[src/rtl/alu_ctrl_seq.sv]
// Multi-cycle ALU control sequencer: latches opcode/shift amount on start and
// drives registered ALU select lines. Build option: ALU_CTRL_ROTATE_EN (opcode 111 = ROL).
//
// state | meaning
// IDLE  | waiting for start
// EXEC  | single-step add/sub/logic operation
// SHIFT | one 1-bit shift step per cycle, down-counter running
// FIN   | done pulse; may accept a back-to-back start
module alu_ctrl_seq #(
  parameter int DATA_W  = 16,
  parameter int SHAMT_W = 4
) (
  input  logic               clk,
  input  logic               rst_n,
  input  logic               start,
  input  logic [2:0]         op,
  input  logic [SHAMT_W-1:0] shamt,
  output logic               busy,
  output logic               done,
  output logic               illegal,
  output logic               step_en,
  output logic               bsel,
  output logic               cisel,
  output logic [1:0]         osel,
  output logic               shift_la,
  output logic               shift_lr,
  output logic               logical_op
);

  if (SHAMT_W != $clog2(DATA_W)) begin : g_bad_shamt_w
    $error("alu_ctrl_seq: SHAMT_W must equal clog2(DATA_W)");
  end

  typedef enum logic [1:0] {IDLE, EXEC, SHIFT, FIN} state_t;

  state_t             state;
  logic [SHAMT_W-1:0] cnt;
  logic [6:0]         ctl_q;
  logic [6:0]         ctl_d;
  logic               shift_d;
  logic               illegal_d;

  // ctl vector: {bsel, cisel, osel[1:0], shift_la, shift_lr, logical_op}
  always_comb begin
    ctl_d     = 7'b0000000;
    shift_d   = 1'b0;
    illegal_d = 1'b0;
    case (op)
      3'b000: ctl_d = 7'b0000000;
      3'b001: ctl_d = 7'b1100000;
      3'b010: begin ctl_d = 7'b0001100; shift_d = 1'b1; end
      3'b011: begin ctl_d = 7'b0001010; shift_d = 1'b1; end
      3'b100: begin ctl_d = 7'b0001000; shift_d = 1'b1; end
      3'b101: ctl_d = 7'b0010001;
      3'b110: ctl_d = 7'b0010000;
      default: begin
`ifdef ALU_CTRL_ROTATE_EN
        ctl_d   = 7'b0001110;
        shift_d = 1'b1;
`else
        illegal_d = 1'b1;
`endif
      end
    endcase
  end

  assign {bsel, cisel, osel, shift_la, shift_lr, logical_op} = ctl_q;

  always_ff @(posedge clk or negedge rst_n) begin
    if (!rst_n) begin
      state   <= IDLE;
      cnt     <= '0;
      ctl_q   <= '0;
      busy    <= 1'b0;
      done    <= 1'b0;
      illegal <= 1'b0;
      step_en <= 1'b0;
    end else begin
      case (state)
        IDLE, FIN: begin
          if (start) begin
            ctl_q   <= ctl_d;
            illegal <= illegal_d;
            if (illegal_d || (shift_d && shamt == '0)) begin
              // nothing to execute: complete in the very next cycle
              state   <= FIN;
              cnt     <= '0;
              done    <= 1'b1;
              busy    <= 1'b0;
              step_en <= 1'b0;
            end else if (shift_d) begin
              state   <= SHIFT;
              cnt     <= shamt;
              done    <= 1'b0;
              busy    <= 1'b1;
              step_en <= 1'b1;
            end else begin
              state   <= EXEC;
              cnt     <= '0;
              done    <= 1'b0;
              busy    <= 1'b1;
              step_en <= 1'b1;
            end
          end else begin
            state   <= IDLE;
            done    <= 1'b0;
            illegal <= 1'b0;
            busy    <= 1'b0;
            step_en <= 1'b0;
          end
        end
        EXEC: begin
          state   <= FIN;
          done    <= 1'b1;
          busy    <= 1'b0;
          step_en <= 1'b0;
        end
        SHIFT: begin
          if (cnt == SHAMT_W'(1)) begin
            state   <= FIN;
            cnt     <= '0;
            done    <= 1'b1;
            busy    <= 1'b0;
            step_en <= 1'b0;
          end else begin
            cnt <= cnt - SHAMT_W'(1);
          end
        end
        default: begin
          state   <= IDLE;
          cnt     <= '0;
          done    <= 1'b0;
          illegal <= 1'b0;
          busy    <= 1'b0;
          step_en <= 1'b0;
        end
      endcase
    end
  end

endmodule

[config.mk]
export PLATFORM = sky130hd
export DESIGN_NAME = alu_ctrl_seq
export DESIGN_NICKNAME = d
export VERILOG_FILES = /design/src/rtl/alu_ctrl_seq.sv
export SDC_FILE = /design/constraint.sdc
export NUM_CORES = 1
export LEC_CHECK = 0
export ABC_AREA = 1
export BUFFER_PORTS_ARGS = -buffer_cell sky130_fd_sc_hd__buf_2
export CAP_MARGIN = 20
export CORE_ASPECT_RATIO = 0.9
export CORE_MARGIN = 8
export CORE_UTILIZATION = 50
export CTS_CLUSTER_DIAMETER = 60
export DETAILED_ROUTE_END_ITERATION = 7
export PLACE_DENSITY = 0.87
export RECOVER_POWER = 100
export REMOVE_ABC_BUFFERS = 1
export SKIP_CTS_REPAIR_TIMING = 1
export SLEW_MARGIN = 20
export SYNTH_ARGS = -nofsm -noshare
export SYNTH_HDL_FRONTEND = slang
export SYNTH_SLANG_ARGS = --single-unit
export TNS_END_PERCENT = 20
[constraint.sdc]
create_clock -name clk -period 1.83 [get_ports clk]
set_clock_uncertainty 0.1 [all_clocks]
set_input_delay 0.183 -clock clk [delete_from_list [all_inputs] [get_ports clk]]
set_output_delay 0.183 -clock clk [all_outputs]
set_load 0.02 [all_outputs]
==> After elaboration in Yosys (flattened, before gate mapping) <==
Cells that the tools add are included.
{ "totals": {"out_inout_bits": 11, "in_bits": 10, "regBits": 16, "word_cells": 52} }
{ "classes": {"reduce_logical": 11, "mux": 22, "addsub": 1, "n_eq_ne": 12} }
{ "ops": {"columns": ["cell", "count"], "rows": [
  ["one-hot mux 7 bit (6 select lines)", 1],
  ["two-way mux 4 bit", 4],
  ["equality test 3 bit (second input constant)", 3],
  ["two-way mux 1 bit", 9],
  ["two-way mux 2 bit", 4],
  ["one-hot mux 4 bit (2 select lines)", 1],
  ["OR reduction 7 bit", 1],
  ["equality test 3 x 2 -> 1 bit (second input constant)", 2],
  ["one-hot mux 1 bit (3 select lines)", 2],
  ["one-hot mux 2 bit (3 select lines)", 1],
  ["equality test 2 bit (second input constant)", 2],
  ["equality test 4 x 1 -> 1 bit (second input constant)", 1],
  ["zero test 4 bit", 1],
  ["inequality test 2 bit (second input constant)", 2],
  ["AND reduction 2 bit", 2],
  ["subtractor 4 x 1 -> 4 bit (second input constant)", 1],
  ["equality test 3 x 1 -> 1 bit (second input constant)", 1],
  ["zero test 3 bit", 1],
  ["OR reduction 3 bit", 1],
  ["equality test 2 x 1 -> 1 bit (second input constant)", 1],
  ["zero test 2 bit", 1],
  ["nonzero test 2 bit", 1],
  ["OR reduction 2 bit", 1],
  ["logical AND 1 bit", 1],
  ["logical OR 1 bit", 1]
]} }

==> Logic depth before layout (Yosys ltp) <==
{ "logic_depth": {"word_depth": 8, "depth_mapped": 8, "depth_no_buf": 8} }

==> Least setup slack after synthesis <==
Ideal clock, no wire load.
{ "synth_timing": {"kind": "register to register", "start": "reg state[0]", "end": "reg cnt[1]", "setup_ps": 121, "arrival_time_ps": 1190, "path_stages_with_launch": 9, "setup_slack_ps": 419, "synth_period_minus_slack_ps": 1411, "required_time_ps": 1609, "path_cell_list": "dfrtp_1 -> inv_1 -> ha_1 -> nand2_2 -> inv_2 -> a21oi_4 -> inv_2 -> nor2_1 -> a21oi_1"} }
{ "synth_via": {"elab_chain_len": 4} }
{ "synth_lines": {"columns": ["element", "line", "text"], "rows": [
  ["start, declared", "36", "state_t state;"],
  ["start signal, assigned", "71", "state <= IDLE;"],
  ["start signal, assigned", "86", "state <= FIN;"],
  ["start signal, assigned", "92", "state <= SHIFT;"],
  ["equality test 2 bit / zero test 2 bit (equally long branches)", "79", "case (state)"],
  ["OR reduction 2 bit", "79", null],
  ["inequality test 2 bit (no source line) / nonzero test 2 bit (equally long branches)", null, null],
  ["AND reduction 2 bit (no source line)", null, null],
  ["end signal, assigned", "93", "cnt <= shamt;"],
  ["end signal, assigned", "126", "cnt <= cnt - SHAMT_W'(1);"],
  ["end, declared", "37", "logic [SHAMT_W-1:0] cnt;"]
]} }
Parallel ways exist; a longest one is shown, timed or not.
A chain may end at the register's enable or synchronous reset.

==> Worst setup path after layout <==
{ "layout_timing": {"start": "reg state[1]", "end": "reg cnt[1]"} }
The elaborated chain is that of the path after synthesis.

==> metrics <==
final-report setup violation count 0; simple-gate share of the synthesized area 0.318; Final Max Tran Viols 0; Boundary Pins 21; Clock Sinks 15; main combinational cell family by area after synthesis simple AND/OR/NAND/NOR gates; Yosys Warn Count 0; synthesis-stage register bit count 15; placed cell count roughly 150; Setup crit end kind register; crit path max fanout 8; Starting DRT DRC Count 15; Worst Max-Slew Pin Slew 793 ps; Slew headroom 0.472; non-filler cells, final 154; Synth area leaders dfrtp_1 (45%), nand2_1 (15%), nand3_1 (6.6%), nor2_1 (6.3%), ha_1 (4.5%); Clk Latency, worst-skew pair 280 ps; Clock Power Share 0.116; Yosys cell types 18; worst vdd ir 0.000820 V; Post-Synth Adder-Cell Area 0.0450; RSZ-0062 raised after global routing no; nets 144; CTS H-Tree Depth 1; Setup crit start kind register; mux share of post-synthesis cell area 0; initial antenna violation count 0; Int Power 0.813 mW; Max Root-Sink Buffers 2; period utilization 0.880; Post-Syn Instances about 110; P_leak 0.505 nW; Num CTS Buffers 3; Peak Freq just over 0.6 GHz; RD Place Congestion 0.884; max cap viols 0; Post-Route WL approximately 1800 um; Final Hold Violating Endpoints 0; die height 54.7 um; via count 764; Power, Total 1.56 mW; via/cell ratio 4.96; CP arrival roughly 1700 ps; initial core utilization 0.517; pwr/cell area 1620 nW/um^2; Seq/Total Area, Yosys 0.450; total gr overflow 0; area taken by multi-input logic gates 394 um^2; Compound-Gate Fraction of Synth Area 0.108; status completed; mapped cell area 833 um^2; # fillers 167; TNS Setup 0 ps; antenna-violating nets left 0; port bufs 20; row cnt 14; Synth Area in XOR/XNOR 0.0105; Core ar. 1610 um^2; syn_area_per_cell 7.79 um^2; critical path required time around 1900 ps; Comb power frac 0.523; Residual DRC 0; Hold Path Class in2reg; hold_ws 75.4 ps; Area Growth Syn to Fin 15.5%; largest net degree at the start of global routing 16; TritonCTS clock tree done; Period minus WS final 1610 ps; largest area contributor in the netlist dfrtp_1; total track usage 0.117; R2R Setup Slk about 220 ps; # diodes 0; Post-Route Utilization 0.597; share of cells above drive strength 1 0.138; Crit Path Class reg2reg; DP HPWL ~1400 um; Die X 59.0 um; Reg power frac 0.360; post-detailed-route wirelength per cell 11.6 um; CTS Root Cell clkbuf_4; Yosys top cell area share 0.450; global-route wire length before repair 2930 um; die area about 3200 um^2; switching share of power 0.480; register area 375 um^2; CTS clk-pin slew, worst paths roughly 90 ps; P_sw around 0.75 mW; number of global-route vias before repair approximately 690; Pre-Repair DR Iteration Count 4
==> layout make-up <==
cell class / instances / share of cell area
Clock buffer: 4 / 0.0273
Timing Repair Buffer: 21 / 0.0988
Inverter: 11 / 0.0429
Tap cell: 24 / 0.0312
Multi-Input combinational cell: 79 / 0.410
Sequential cell: 15 / 0.390
==> state kept, by name, indices dropped and copies added (netlist names) <==
signal and cells:
ctl_q 6, cnt 4, done 1, step_en 1
illegal 1, state 2
==> routing by layer <==
| layer | part of all wire | global-route usage | routed length [um] | up-vias |
|---|---|---|---|---|
| li1 | - | - | - | 386 |
| met1 | 0.45 | 0.135 | 798 | 355 |
| met2 | 0.46 | 0.196 | 823 | 19 |
| met3 | 0.073 | 0.0376 | 131 | 4 |
| met4 | 0.019 | 0.0595 | 34 | 0 |
| met5 | 0 | 0 | 0 | - |
==> cells in the final DEF (no fill, tap or decap), types with 3 or more instances in the layout <==
| master | Yosys | final |
|---|---|---|
| nand2_1 | 33 | 33 |
| dfrtp_1 | 15 | 15 |
| nor2_1 | 14 | 14 |
| clkbuf_1 | 0 | 13 |
| nand3_1 | 11 | 11 |
| inv_1 | 9 | 10 |
| buf_2 | 0 | 8 |
| a21oi_1 | 4 | 4 |
| nand2_2 | 3 | 3 |
| o21ai_0 | 3 | 3 |
| ha_1 | 3 | 3 |
| clkbuf_4 | 0 | 3 |
==> cell usage after synthesis <==
cell     count
ha_1         3
a22o_1       1
dfrtp_1     15
nand3_2      1
buf_4        2
o31ai_1      1
nand3_1     11
nor3_1       1
nor2_1      14
nand2_2      3
xor2_1       1
inv_2        2
a31oi_1      1
a21oi_4      2
a21oi_1      4
inv_1        9
o21ai_0      3
nand2_1     33
==> per-stage QoR <==
step | area [um^2] | setup WS [ps]
detailed placement | 948 | 309
global route | 962 | 84.7
finish | 962 | 219
CTS | 975 | 288
global placement | 948 | 362
floorplan | 818 | 419
==> critical path: stages, from the launching register on <==
cell and delay, ps:
dfrtp_1 400, ha_1 300, nand2_2 140, inv_1 150
a21oi_4 200, inv_2 80, nor2_1 90, a21oi_1 50
==> power groups by stage <==
stage,clock network (mW),logic [mW],registers [mW]
2_1_floorplan,0,0.512,0.675
3_3_place_gp,0,0.841,0.561
3_5_place_dp,0,0.865,0.565
4_1_cts,0.183,0.873,0.558
5_1_grt,0.197,0.925,0.583
6_report,0.182,0.818,0.563
==> cells by family after synthesis <==
family,count (synthesis)
buffers and inverters,13
xor gates and xnor gates,1
adders and majority gates,3
and+or+nand+nor,63
AOI/OAI and AO/OA,12
DFF,15
==> final timing paths <==
path,startpoint,end,cells past startpoint
setup / recovery,state[1]$_DFFE_PN0P_,cnt[1]$_DFFE_PN0P_,7
hold / removal,shamt[1],cnt[1]$_DFFE_PN0P_,3
setup reg to reg,state[1]$_DFFE_PN0P_,cnt[1]$_DFFE_PN0P_,7
hold reg to reg,ctl_q[0]$_DFFE_PN0P_,ctl_q[0]$_DFFE_PN0P_,2
max in group asynchronous,rst_n,ctl_q[5]$_DFFE_PN0P_,2
min in group asynchronous,rst_n,step_en$_DFFE_PN0P_,2
Power figures use the tool's default switching activity.
